**config.mk**
```make
export PLATFORM = sky130hd
export DESIGN_NAME = uart_rx_gen2
export DESIGN_NICKNAME = d
export VERILOG_FILES = /design/src/rtl/uart_pkg.sv /design/src/rtl/uart_baud_tick.sv /design/src/rtl/uart_rx_gen2.sv
export SDC_FILE = /design/constraint.sdc
export NUM_CORES = 1
export LEC_CHECK = 0
export BUFFER_PORTS_ARGS = -buffer_cell sky130_fd_sc_hd__buf_2
export CORE_UTILIZATION = 50
export DETAILED_ROUTE_END_ITERATION = 12
export GPL_TIMING_DRIVEN = 1
export PLACE_DENSITY = 0.71
export SETUP_SLACK_MARGIN = 0.2
export SLEW_MARGIN = 40
export SYNTH_ARGS = -nofsm -noshare
export SYNTH_HDL_FRONTEND = slang
export SYNTH_SLANG_ARGS = --single-unit
```
**constraint.sdc**
```tcl
create_clock -name clk -period 1.76 [get_ports clk]
set_input_delay 0.352 -clock clk [delete_from_list [all_inputs] [get_ports clk]]
set_output_delay 0.352 -clock clk [all_outputs]
set_load 0.01 [all_outputs]
```
**src/rtl/uart_pkg.sv**
```systemverilog
// Shared UART constants: FSM state encoding, parity modes and a 2-of-3 vote helper.
// ST_BRK exists only when UART_RX_BREAK_DET_EN is defined.
package uart_pkg;

   localparam int unsigned PAR_NONE = 0;
   localparam int unsigned PAR_ODD  = 1;
   localparam int unsigned PAR_EVEN = 2;

   typedef enum logic [2:0] {
      ST_IDLE  = 3'd0,
      ST_START = 3'd1,
      ST_DATA  = 3'd2,
      ST_PAR   = 3'd3,
      ST_STOP  = 3'd4
`ifdef UART_RX_BREAK_DET_EN
      , ST_BRK = 3'd5
`endif
   } uart_state_e;

   function automatic logic maj3(input logic a, input logic b, input logic c);
      return (a & b) | (a & c) | (b & c);
   endfunction

endpackage

```
**src/rtl/uart_baud_tick.sv**
```systemverilog
// Oversampling tick generator: one-cycle pulse every TICK_DIV clocks.
module uart_baud_tick #(
   parameter int unsigned SYS_CLK    = 50000000,
   parameter int unsigned BAUD_RATE  = 115200,
   parameter int unsigned OVERSAMPLE = 16
) (
   input  logic clk,
   input  logic rst,
   output logic tick
);

   localparam int unsigned DIV_RAW  = SYS_CLK / (BAUD_RATE * OVERSAMPLE);
   localparam int unsigned TICK_DIV = (DIV_RAW < 1) ? 1 : DIV_RAW;
   localparam int unsigned CNT_W    = (TICK_DIV > 1) ? $clog2(TICK_DIV) : 1;

   logic [CNT_W-1:0] cnt_q, cnt_d;
   logic             tick_q, tick_d;

   always_comb begin
      cnt_d  = cnt_q + CNT_W'(1);
      tick_d = 1'b0;
      if (cnt_q == CNT_W'(TICK_DIV - 1)) begin
         cnt_d  = '0;
         tick_d = 1'b1;
      end
   end

   always_ff @(posedge clk or posedge rst) begin
      if (rst) begin
         cnt_q  <= '0;
         tick_q <= 1'b0;
      end else begin
         cnt_q  <= cnt_d;
         tick_q <= tick_d;
      end
   end

   assign tick = tick_q;

endmodule

```
**src/rtl/uart_rx_gen2.sv**
```systemverilog
// Oversampling UART receiver with majority voting, parity/stop checks and a one-deep
// ready/valid hold register. Optional break detection under UART_RX_BREAK_DET_EN.
module uart_rx_gen2
   import uart_pkg::*;
#(
   parameter int unsigned SYS_CLK    = 50000000,
   parameter int unsigned BAUD_RATE  = 115200,
   parameter int unsigned OVERSAMPLE = 16,
   parameter int unsigned DATA_BITS  = 8,
   parameter int unsigned PARITY     = 0,
   parameter int unsigned STOP_BITS  = 1
) (
   input  logic                 clk,
   input  logic                 rst,
   input  logic                 i_rx_d,
   input  logic                 i_rx_ready,
   output logic [DATA_BITS-1:0] o_rx_d,
   output logic                 o_rx_valid,
   output logic                 o_parity_err,
   output logic                 o_frame_err,
   output logic                 o_overrun,
   output logic                 o_break
);

   localparam int unsigned SC_W = $clog2(OVERSAMPLE);
   localparam int unsigned BC_W = 4;
   localparam logic [SC_W-1:0] S_MID0 = SC_W'(OVERSAMPLE / 2 - 1);
   localparam logic [SC_W-1:0] S_MID1 = SC_W'(OVERSAMPLE / 2);
   localparam logic [SC_W-1:0] S_MID2 = SC_W'(OVERSAMPLE / 2 + 1);
   localparam logic [SC_W-1:0] S_LAST = SC_W'(OVERSAMPLE - 1);

   logic tick;

   uart_baud_tick #(
      .SYS_CLK   (SYS_CLK),
      .BAUD_RATE (BAUD_RATE),
      .OVERSAMPLE(OVERSAMPLE)
   ) u_tick (
      .clk (clk),
      .rst (rst),
      .tick(tick)
   );

   logic [1:0]           sync_q, sync_d;
   logic                 prev_q, prev_d;
   uart_state_e          state_q, state_d;
   logic [SC_W-1:0]      sc_q, sc_d;
   logic [BC_W-1:0]      bc_q, bc_d;
   logic [DATA_BITS-1:0] shift_q, shift_d;
   logic [1:0]           smp_q, smp_d;
   logic                 par_q, par_d;
   logic                 ferr_acc_q, ferr_acc_d;
   logic                 done_c;
   logic                 rx_s, maj_c, at_mid_c, at_wrap_c;
   logic                 frame_ferr_c, frame_perr_c, par_x_c;
`ifdef UART_RX_BREAK_DET_EN
   logic                 ones_q, ones_d;
   logic                 brk_c;
   logic                 brk_q, brk_d;
`endif

   logic [DATA_BITS-1:0] rx_d_q, rx_d_d;
   logic                 valid_q, valid_d;
   logic                 perr_q, perr_d;
   logic                 ferr_q, ferr_d;
   logic                 ovr_q, ovr_d;

   assign sync_d       = {sync_q[0], i_rx_d};
   assign rx_s         = sync_q[1];
   assign maj_c        = maj3(smp_q[0], smp_q[1], rx_s);
   assign at_mid_c     = (sc_q == S_MID2);
   assign at_wrap_c    = (sc_q == S_LAST);
   assign frame_ferr_c = ferr_acc_q | ~maj_c;
   assign par_x_c      = (^shift_q) ^ par_q;
   assign frame_perr_c = (PARITY == PAR_ODD)  ? ~par_x_c :
                         (PARITY == PAR_EVEN) ?  par_x_c : 1'b0;

   // Frame FSM: all decisions happen on oversampling ticks only.
   always_comb begin
      state_d    = state_q;
      sc_d       = sc_q;
      bc_d       = bc_q;
      shift_d    = shift_q;
      smp_d      = smp_q;
      par_d      = par_q;
      ferr_acc_d = ferr_acc_q;
      prev_d     = prev_q;
      done_c     = 1'b0;
`ifdef UART_RX_BREAK_DET_EN
      ones_d     = ones_q;
      brk_c      = 1'b0;
`endif
      if (tick) begin
         prev_d = rx_s;
         sc_d   = at_wrap_c ? '0 : sc_q + SC_W'(1);
         if (sc_q == S_MID0) smp_d[0] = rx_s;
         if (sc_q == S_MID1) smp_d[1] = rx_s;
         case (state_q)
            ST_IDLE: begin
               sc_d = '0;
               if (!rx_s && prev_q) state_d = ST_START;
            end
            ST_START: begin
               if (at_mid_c && maj_c) begin
                  state_d = ST_IDLE;
               end else if (at_wrap_c) begin
                  state_d    = ST_DATA;
                  bc_d       = '0;
                  ferr_acc_d = 1'b0;
`ifdef UART_RX_BREAK_DET_EN
                  ones_d     = 1'b0;
`endif
               end
            end
            ST_DATA: begin
               if (at_mid_c) begin
                  shift_d = {maj_c, shift_q[DATA_BITS-1:1]};
`ifdef UART_RX_BREAK_DET_EN
                  ones_d  = ones_q | maj_c;
`endif
               end
               if (at_wrap_c) begin
                  if (bc_q == BC_W'(DATA_BITS - 1)) begin
                     bc_d    = '0;
                     state_d = (PARITY != PAR_NONE) ? ST_PAR : ST_STOP;
                  end else begin
                     bc_d = bc_q + BC_W'(1);
                  end
               end
            end
            ST_PAR: begin
               if (at_mid_c) begin
                  par_d  = maj_c;
`ifdef UART_RX_BREAK_DET_EN
                  ones_d = ones_q | maj_c;
`endif
               end
               if (at_wrap_c) state_d = ST_STOP;
            end
            ST_STOP: begin
               if (at_mid_c) begin
                  ferr_acc_d = frame_ferr_c;
`ifdef UART_RX_BREAK_DET_EN
                  ones_d     = ones_q | maj_c;
`endif
                  if (bc_q == BC_W'(STOP_BITS - 1)) begin
                     state_d = ST_IDLE;
`ifdef UART_RX_BREAK_DET_EN
                     if (!(ones_q | maj_c)) begin
                        state_d = ST_BRK;
                        brk_c   = 1'b1;
                     end else begin
                        done_c = 1'b1;
                     end
`else
                     done_c = 1'b1;
`endif
                  end
               end
               if (at_wrap_c) bc_d = bc_q + BC_W'(1);
            end
`ifdef UART_RX_BREAK_DET_EN
            ST_BRK: begin
               sc_d = '0;
               if (rx_s) state_d = ST_IDLE;
            end
`endif
            default: state_d = ST_IDLE;
         endcase
      end
   end

   // One-deep hold register; a frame arriving while full and not being drained is dropped.
   always_comb begin
      rx_d_d  = rx_d_q;
      valid_d = valid_q;
      perr_d  = perr_q;
      ferr_d  = ferr_q;
      ovr_d   = 1'b0;
`ifdef UART_RX_BREAK_DET_EN
      brk_d   = brk_c;
`endif
      if (valid_q && i_rx_ready) valid_d = 1'b0;
      if (done_c) begin
         if (!valid_q || i_rx_ready) begin
            rx_d_d  = shift_q;
            perr_d  = frame_perr_c;
            ferr_d  = frame_ferr_c;
            valid_d = 1'b1;
         end else begin
            ovr_d = 1'b1;
         end
      end
   end

   always_ff @(posedge clk or posedge rst) begin
      if (rst) begin
         sync_q     <= 2'b11;
         prev_q     <= 1'b1;
         state_q    <= ST_IDLE;
         sc_q       <= '0;
         bc_q       <= '0;
         shift_q    <= '0;
         smp_q      <= '0;
         par_q      <= 1'b0;
         ferr_acc_q <= 1'b0;
         rx_d_q     <= '0;
         valid_q    <= 1'b0;
         perr_q     <= 1'b0;
         ferr_q     <= 1'b0;
         ovr_q      <= 1'b0;
`ifdef UART_RX_BREAK_DET_EN
         ones_q     <= 1'b0;
         brk_q      <= 1'b0;
`endif
      end else begin
         sync_q     <= sync_d;
         prev_q     <= prev_d;
         state_q    <= state_d;
         sc_q       <= sc_d;
         bc_q       <= bc_d;
         shift_q    <= shift_d;
         smp_q      <= smp_d;
         par_q      <= par_d;
         ferr_acc_q <= ferr_acc_d;
         rx_d_q     <= rx_d_d;
         valid_q    <= valid_d;
         perr_q     <= perr_d;
         ferr_q     <= ferr_d;
         ovr_q      <= ovr_d;
`ifdef UART_RX_BREAK_DET_EN
         ones_q     <= ones_d;
         brk_q      <= brk_d;
`endif
      end
   end

   assign o_rx_d       = rx_d_q;
   assign o_rx_valid   = valid_q;
   assign o_parity_err = perr_q;
   assign o_frame_err  = ferr_q;
   assign o_overrun    = ovr_q;
`ifdef UART_RX_BREAK_DET_EN
   assign o_break      = brk_q;
`else
   assign o_break      = 1'b0;
`endif

endmodule

```
**Word-level counts from Yosys, hierarchy flattened**

Index checks and enable logic that the tools add are counted.

- Add/sub/neg operators: 3
- $mul: 0
- Divide/modulo/power cells: 0
- Magnitude comparators: 0
- Eq/ne operators: 20
- Shift operators: 0
- Mux-type cells: 32
- Bitwise logic cells: 7
- Reduce and logical (&&, ||, !) cells: 17

Operator list:

| operator | count |
|---|---|
| 4-bit two-way mux | 7 |
| 3-bit two-way mux | 8 |
| 2-bit != test (second input constant) | 9 |
| 3-bit case mux with 5 select lines | 1 |
| 1-bit two-way mux | 13 |
| 4-bit equality test (second input constant) | 3 |
| 4-bit case mux with 3 select lines | 1 |
| 4-bit by 1-bit adder with 4-bit output (second input constant) | 2 |
| 4-bit by 3-bit equality test with 1-bit output (second input constant) | 2 |
| 8-bit AND reduction | 1 |
| 3-bit by 2-bit equality test with 1-bit output (second input constant) | 2 |
| 2-bit AND reduction | 3 |
| 6-bit AND reduction | 1 |
| 5-bit by 1-bit adder with 5-bit output (second input constant) | 1 |
| 5-bit equality test (second input constant) | 1 |
| 5-bit two-way mux | 1 |
| 5-bit AND reduction | 1 |
| 4-bit zero test | 1 |
| 1-bit AND | 3 |
| 3-bit by 1-bit equality test with 1-bit output (second input constant) | 1 |
| 3-bit equality test (second input constant) | 1 |
| 1-bit logical AND | 3 |
| 3-bit zero test | 1 |
| 3-bit != test (second input constant) | 1 |
| other kinds (8) | 11 |

- Register bits: 42
- Latch bits: 0
- RAM bits: 0
- Bits in read-only memories: 0
- Word-level logic and storage cells: 94
- Memories: 0

**Logic depth before layout (Yosys ltp)**

Gate-level depths: netlist of the first run.

- Word-level depth: 7
- Mapped depth: 8

**Modules after synthesis**

A second synthesis of the first run with hierarchy kept.

- Cells, all modules: 170
- Area total of the unflattened synthesis: 2050.7 um2

By module, submodules not included:

| module | times used | cells an instance | area an instance (um2) | sequential area each (um2) |
|---|---|---|---|---|
| uart_rx_gen2 | 1 | 144 | 1755.4 | 904.6 |
| uart_baud_tick | 1 | 26 | 295.3 | 150.1 |

**Worst setup path after synthesis of the first run**

No wires, ideal clock.

- Path type: reg-to-reg
- Start point: reg sc_q[0]
- End point: reg state_q[1]
- Library setup time: 0.128 ns
- Data arrival time: 1.611 ns
- Required time: 1.632 ns
- Path slack: 0.021 ns
- Cell stages (with the launch flop): 6
- Buffers on the path: 0
- Cell sequence: dfrtp_1 -> ha_1 -> nand3_2 -> a32o_1 -> a211oi_2 -> mux2_1

- Longest elaborated chain between the ends: 4
- Elaborated cells between the ends (all ways): 10

Ends and longest elaborated chain:

| item | line | text |
|---|---|---|
| start, declared | uart_rx_gen2.sv:47 | `logic [SC_W-1:0] sc_q, sc_d;` |
| start signal, assigned | uart_rx_gen2.sv:201 | `sc_q <= '0;` |
| start signal, assigned | uart_rx_gen2.sv:220 | `sc_q <= sc_d;` |
| 4-bit equality test | uart_rx_gen2.sv:71 | `assign at_mid_c = (sc_q == S_MID2);` |
| 1-bit logical AND | uart_rx_gen2.sv:104 | `if (at_mid_c && maj_c) begin` |
| 3-bit != test (no source line) / 3-bit two-way mux (equally long branches) | - |  |
| 8-bit AND reduction (no source line) / 3-bit case mux with 5 select lines (equally long branches) | - |  |
| end signal, assigned | uart_rx_gen2.sv:219 | `state_q <= state_d;` |
| end, declared | uart_rx_gen2.sv:46 | `uart_state_e state_q, state_d;` |

Several ways; a longest one is shown, not always the timed one.
A chain may end at the register's enable or synchronous reset.

**Final worst setup path of the first run**

- Start point: reg sc_q[1]
- End point: reg state_q[1]

The elaborated chain is that of the path after synthesis.

==> impl_metrics.env, run 1 <==
export IMPL_cts_tree="yes"
export IMPL_tns_ns=0
export IMPL_outcome="complete, no violations"
export IMPL_ios=17
export IMPL_clkTransAtPathRegs_ns=0.08
export IMPL_yosys_mux_area_fraction=0.143
export IMPL_synth_area_leader_cell="dfrtp_1"
export IMPL_synth_seq_cells=42
export IMPL_wire_per_inst_um=15.9
export IMPL_power_total_uw=1650
export IMPL_hold_viol=0
export IMPL_synth_top_cell_area_share=0.481
export IMPL_routed_via_density=5.49
export IMPL_critPathLaunchType="flip-flop"
export IMPL_dr_total_vias=1377
export IMPL_syn_cell_area_um2=2030
export IMPL_synthXorXnorAreaFrac=0.00864
export IMPL_clockBufferDepth=2
export IMPL_synth_top_family_by_area="simple AND/OR/NAND/NOR gates"
export IMPL_cp_required_ns=1.94
export IMPL_ant_nets=0
export IMPL_drt_first_iter_violations=133
export IMPL_drive_gt1_frac=0.438
export IMPL_fillers=285
export IMPL_dp_hpwl_mm=2.58
export IMPL_die_h_um=65.7
export IMPL_gp_congestion=0.849
export IMPL_hold_buffers=0
export IMPL_synthTopCellsByArea="dfrtp_1, mux2_4, mux2_2"
export IMPL_ir_drop_mv=0.543
export IMPL_rr_worst_depth=6
export IMPL_worstPathArrival_ns=1.88
export IMPL_synthCells=168
export IMPL_grt_pass1_wl_mm=6.34
export IMPL_placement_rows=22
export IMPL_rsz0062_at_grt="true"
export IMPL_synth_compound_area_frac=0.0815
export IMPL_cp_slowest_stage_delay_ns=0.41
export IMPL_die_w_um=65.7
export IMPL_grt_pass1_vias=1428
export IMPL_ys_seq_area_frac=0.520
export IMPL_instances_no_fill=251
export IMPL_dieArea_um2=4310
export IMPL_ys_types=49
export IMPL_grt_overflow=0
export IMPL_synthToLayoutAreaGrowth_pct=23.1
export IMPL_critical_path_class="reg2reg"
export IMPL_multi_input_area_um2=1010
export IMPL_synth_flop_cell="dfrtp_1"
export IMPL_fin_crit_sh=0.967
export IMPL_nets=213
export IMPL_placedCellCount=230
export IMPL_finalSetupViolCount=0
export IMPL_worstPathCellList="inv_2, ha_4, and3b_2, nand2_1, a211oi_2, mux2_1"
export IMPL_clock_sinks=42
export IMPL_synthArstFlopShare=1.00
export IMPL_power_density_nw_per_um2=661
export IMPL_finalCriticalPeriod_ns=1.70
export IMPL_synth_warnings=0
export IMPL_leakage_uw=0.00121
export IMPL_synthSimpleGateAreaFrac=0.151
export IMPL_slew_violations=0
export IMPL_timing_fmax_ghz=0.588
export IMPL_stdcell_area_um2=2490
export IMPL_cp_end_kind="flip-flop"
export IMPL_drc=0
export IMPL_antenna_found_initial=0
export IMPL_cp_max_fo=6
export IMPL_cts_root_buffer="clkbuf_8"
export IMPL_core_um2=3770
export IMPL_max_cap_violations=0
export IMPL_crit_path_top_delay_cell="dfrtp_1"
export IMPL_port_buffers=14
export IMPL_hp_class="in2reg"
export IMPL_synth_area_per_cell_um2=12.1
export IMPL_regArea_um2=1060
export IMPL_routed_wl_mm=3.99
export IMPL_track_usage=0.197
export IMPL_start_util=0.537
export IMPL_tightestPinTransition_ns=0.529
export IMPL_htree_levels=2
export IMPL_antenna_cells=0
export IMPL_synth_fa_ha_area_frac=0.0481
export IMPL_drt_pass1_iter_count=4
export IMPL_grt_max_degree=43
export IMPL_relSlewSlack=0.648
export IMPL_whs_path_depth=1
export IMPL_clkLatencyLatePin_ns=0.29
export IMPL_skew_ns=0.00527
export IMPL_synth_edff_count=0
export IMPL_numCtsBuffers=5
export IMPL_place_area_um2=2210
## metrics by stage
step	setup slack (ns)	hold WS, ns	util
final	0.0589	0.154	0.662
after global routing	-0.0207	0.137	0.662
after CTS	0.0632	0.148	0.637
after detailed placement	-0.00256	0.349	0.585
after global placement	0.0647	0.348	0.585
after floorplan	0.0927	0.345	-
## report_power, final
group / switching [µW] / internal (µW) / leakage (µW)
Clock: 334 / 315 / 0.0000472
Sequential: 2.16 / 970 / 0.000553
Combinational: 22.0 / 5.75 / 0.000612
Total: 358 / 1290 / 0.00121
## cells in the final DEF, fill, tap and decap left out, types with 3 or more instances in the layout
cell type | Yosys | layout
nor2_1 | 9 | 8
nand2_1 | 9 | 9
dfrtp_1 | 39 | 34
buf_6 | 1 | 3
o21ai_0 | 7 | 7
nor3b_4 | 0 | 3
mux2_4 | 9 | 17
buf_4 | 2 | 16
dfrtp_2 | 0 | 5
dfstp_2 | 3 | 3
nand3_1 | 8 | 7
clkbuf_8 | 0 | 6
inv_1 | 12 | 10
mux2_2 | 10 | 3
nand2b_1 | 4 | 4
buf_2 | 2 | 14
ha_1 | 7 | 5
## synth_stat cells, types with 2 or more instances
cell type  count
dfrtp_1       39
inv_1         12
mux2_2        10
mux2_4         9
nand2_1        9
nor2_1         9
nand3_1        8
ha_1           7
o21ai_0        7
nand2b_1       4
clkbuf_1       3
dfstp_2        3
o221ai_1       3
a21oi_1        2
a32o_1         2
buf_2          2
buf_4          2
mux2_1         2
mux2i_1        2
nand4_1        2
nor2b_1        2
nor3b_2        2
## final timing paths
kind                                           from                      to  slack (ns)
worst max-delay path            sc_q[1]$_DFFE_PP0P_  state_q[1]$_DFFE_PP0P_        0.06
worst min-delay path                         i_rx_d     sync_q[0]$_DFF_PP1_        0.15
worst max register to register  sc_q[1]$_DFFE_PP0P_  state_q[1]$_DFFE_PP0P_        0.06
worst min register to register  sync_q[0]$_DFF_PP1_     sync_q[1]$_DFF_PP1_        0.36
max in group asynchronous                       rst  state_q[2]$_DFFE_PP0P_        1.18
min in group asynchronous                       rst   o_rx_d[4]$_DFFE_PP0P_        0.19
## routing by layer
layer | vias up | track usage | wire length (µm)
li1 | 656 | - | -
met1 | 688 | 0.224 | 1690
met4 | 0 | 0.0598 | 29
met3 | 5 | 0.0521 | 126
met5 | - | 0 | 0
met2 | 28 | 0.356 | 2140
## cells by family after synthesis
kind of cell	Yosys count
AOI/OAI and AO/OA	22
xor gates and xnor gates	2
adders and majority gates	8
buffers and inverters	20
DFF	42
muxes	23
other	1
and+or+nand+nor	50
## critical path: cells and delay by family (launching register included)
kind	cells	cell delay, ns
DFF	1	0.41
and+or+nand+nor	2	0.36
muxes	1	0.34
AOI/OAI and AO/OA	1	0.25
adders and majority gates	1	0.13
buffers and inverters	1	0.10
## flip-flops by register name, indices dropped and copies added, names as in the netlist
name	cells
sc_q	4
prev_q	1
u_tick.tick	1
u_tick.cnt_q	5
ferr_acc_q	1
o_rx_valid	1
state_q	3
bc_q	4
sync_q	2
o_rx_d	8
smp_q	2
shift_q	8
o_frame_err	1
o_overrun	1
## final cells by class
| type | count | share of cell area |
|---|---|---|
| Sequential cell | 42 | 0.425 |
| Multi-Input combinational cell | 108 | 0.405 |
| Timing Repair Buffer | 33 | 0.0898 |
| Clock buffer | 6 | 0.0331 |
| Tap cell | 48 | 0.0241 |
| Inverter | 12 | 0.0181 |
| Clock inverter | 2 | 0.00502 |
## repair_timing
item,CTS,global route
gates cloned,1,0
setup endpoints to repair,23,23
setup buffers,6,6
pin swaps,4,3
gates resized for setup,13,13
No activity file was read; power rests on OpenSTA's default activity.
==> run 2: changes to the inputs <==
--- a/config.mk
+++ b/config.mk
@@ -5,7 +5,7 @@
 export SDC_FILE = /design/constraint.sdc
 export NUM_CORES = 1
 export LEC_CHECK = 0
-export BUFFER_PORTS_ARGS = -buffer_cell sky130_fd_sc_hd__buf_2
+export BUFFER_PORTS_ARGS = -buffer_cell sky130_fd_sc_hd__buf_4
 export CORE_UTILIZATION = 50
 export DETAILED_ROUTE_END_ITERATION = 12
 export GPL_TIMING_DRIVEN = 1
==> impl_metrics.env, run 2 (same netlist as run 1, synthesis figures left out) <==
export IMPL_rsz0062_at_grt="true"
export IMPL_hold_viol=0
export IMPL_wire_per_inst_um=14.7
export IMPL_routed_via_density=5.48
export IMPL_worstPathArrival_ns=1.86
export IMPL_cts_root_buffer="clkbuf_8"
export IMPL_routed_wl_mm=3.69
export IMPL_dr_total_vias=1380
export IMPL_critical_path_class="reg2reg"
export IMPL_tightestPinTransition_ns=0.513
export IMPL_final_common_cell="dfrtp_1"
export IMPL_track_usage=0.192
export IMPL_finalCriticalPeriod_ns=1.68
export IMPL_dp_hpwl_mm=2.45
export IMPL_clkTransAtPathRegs_ns=0.08
export IMPL_tns_ns=0
export IMPL_relSlewSlack=0.658
export IMPL_antenna_cells=0
export IMPL_gp_congestion=0.842
export IMPL_instances_no_fill=252
export IMPL_numCtsBuffers=5
export IMPL_ant_nets=0
export IMPL_drt_pass1_iter_count=4
export IMPL_die_w_um=65.7
export IMPL_skew_ns=0.00670
export IMPL_core_um2=3770
export IMPL_slew_violations=0
export IMPL_finalSetupViolCount=0
export IMPL_timing_fmax_ghz=0.596
export IMPL_ir_drop_mv=0.453
export IMPL_stdcell_area_um2=2540
export IMPL_cts_tree="yes"
export IMPL_cp_max_fo=5
export IMPL_grt_overflow=0
export IMPL_cp_end_kind="flip-flop"
export IMPL_placement_rows=22
export IMPL_grt_pass1_wl_mm=6.15
export IMPL_drt_first_iter_violations=77
export IMPL_place_area_um2=2250
export IMPL_critPathLaunchType="flip-flop"
export IMPL_ios=17
export IMPL_nets=214
export IMPL_drive_gt1_frac=0.461
export IMPL_dieArea_um2=4310
export IMPL_synthToLayoutAreaGrowth_pct=25.4
export IMPL_fin_hold_ws_ns=0.166
export IMPL_leakage_uw=0.00118
export IMPL_clockBufferDepth=2
export IMPL_clock_sinks=42
export IMPL_outcome="complete, no violations"
export IMPL_layout_common_cells="dfrtp_1, buf_4, mux2_2, mux2_4, inv_1"
export IMPL_port_buffers=14
export IMPL_drc=0
export IMPL_clkLatencyLatePin_ns=0.29
export IMPL_hp_class="in2reg"
export IMPL_antenna_found_initial=0
export IMPL_placedCellCount=231
export IMPL_max_cap_violations=0
export IMPL_htree_levels=2
export IMPL_die_h_um=65.7
export IMPL_fin_crit_sh=0.953
export IMPL_grt_pass1_vias=1334
export IMPL_grt_max_degree=43
export IMPL_power_density_nw_per_um2=687
export IMPL_start_util=0.537
export IMPL_cp_required_ns=1.94
==> run 2: changes by cell type in the layout (fill, tap and decap cells not counted), moves of 2 or more <==
| cell | delta |
|---|---|
| buf_4 | +17 |
| ha_1 | -2 |
| ha_4 | +2 |
| mux2_4 | -7 |
| mux2_2 | +7 |
| buf_2 | -14 |
| buf_6 | -2 |
==> run 2: layout make-up <==
cell class | count | area, µm²
fillers | 280 | 1230
flip-flops and latches | 42 | 1060
multi-input cells | 108 | 1010
repair buffers | 34 | 259
clock buffers | 6 | 72.6
well taps | 48 | 60.1
inverters | 12 | 45.0
clock inverters | 2 | 37.5
==> run 2: metrics by stage <==
| stage | setup slack, ns | util | total power (µW) |
|---|---|---|---|
| after floorplan | 0.0927 | - | 1010 |
| after global placement | 0.0716 | 0.596 | 1020 |
| after detailed placement | 0.00132 | 0.596 | 1020 |
| after CTS | 0.103 | 0.644 | 1770 |
| after global routing | 0.0251 | 0.674 | 1820 |
| final | 0.0835 | 0.674 | 1750 |
==> run 2: per-layer routing <==
layer,global-route usage,vias up,wire [µm]
li1,-,657,-
met1,0.231,693,1600
met2,0.320,24,1930
met3,0.0538,6,105
met4,0.0788,0,56
met5,0,-,0
==> run 2: power by group <==
group,switching (µW),total [µW],internal [µW]
clock network,323,746,423
registers,2.27,973,970
logic,21.1,28.7,7.56
total,346,1750,1400
==> run 2: worst paths after layout <==
check	startpoint	endpoint	slack, ns	cells past startpoint
max	sc_q[0]$_DFFE_PP0P_	bc_q[0]$_DFFE_PP0P_	0.08	5
min	i_rx_d	sync_q[0]$_DFF_PP1_	0.17	1
max reg2reg	sc_q[0]$_DFFE_PP0P_	bc_q[0]$_DFFE_PP0P_	0.08	5
min reg2reg	sync_q[0]$_DFF_PP1_	sync_q[1]$_DFF_PP1_	0.36	0
max in group asynchronous	rst	state_q[0]$_DFFE_PP0P_	1.19	3
min in group asynchronous	rst	shift_q[1]$_DFFE_PP0P_	0.18	3
==> run 2: what timing repair did <==
action,in CTS,in global routing
setup endpoints to repair,23,25
buffers inserted,5,7
hold buffers,0,0
pin swaps,4,5
resized for setup,6,17
gates cloned,1,0
==> run 2: worst max-delay path, stage by stage (launching register included) <==
cell     delay [ns]
dfrtp_2        0.46
ha_4           0.16
and3b_2        0.24
a21o_1         0.22
a21oi_4        0.17
mux2_4         0.31
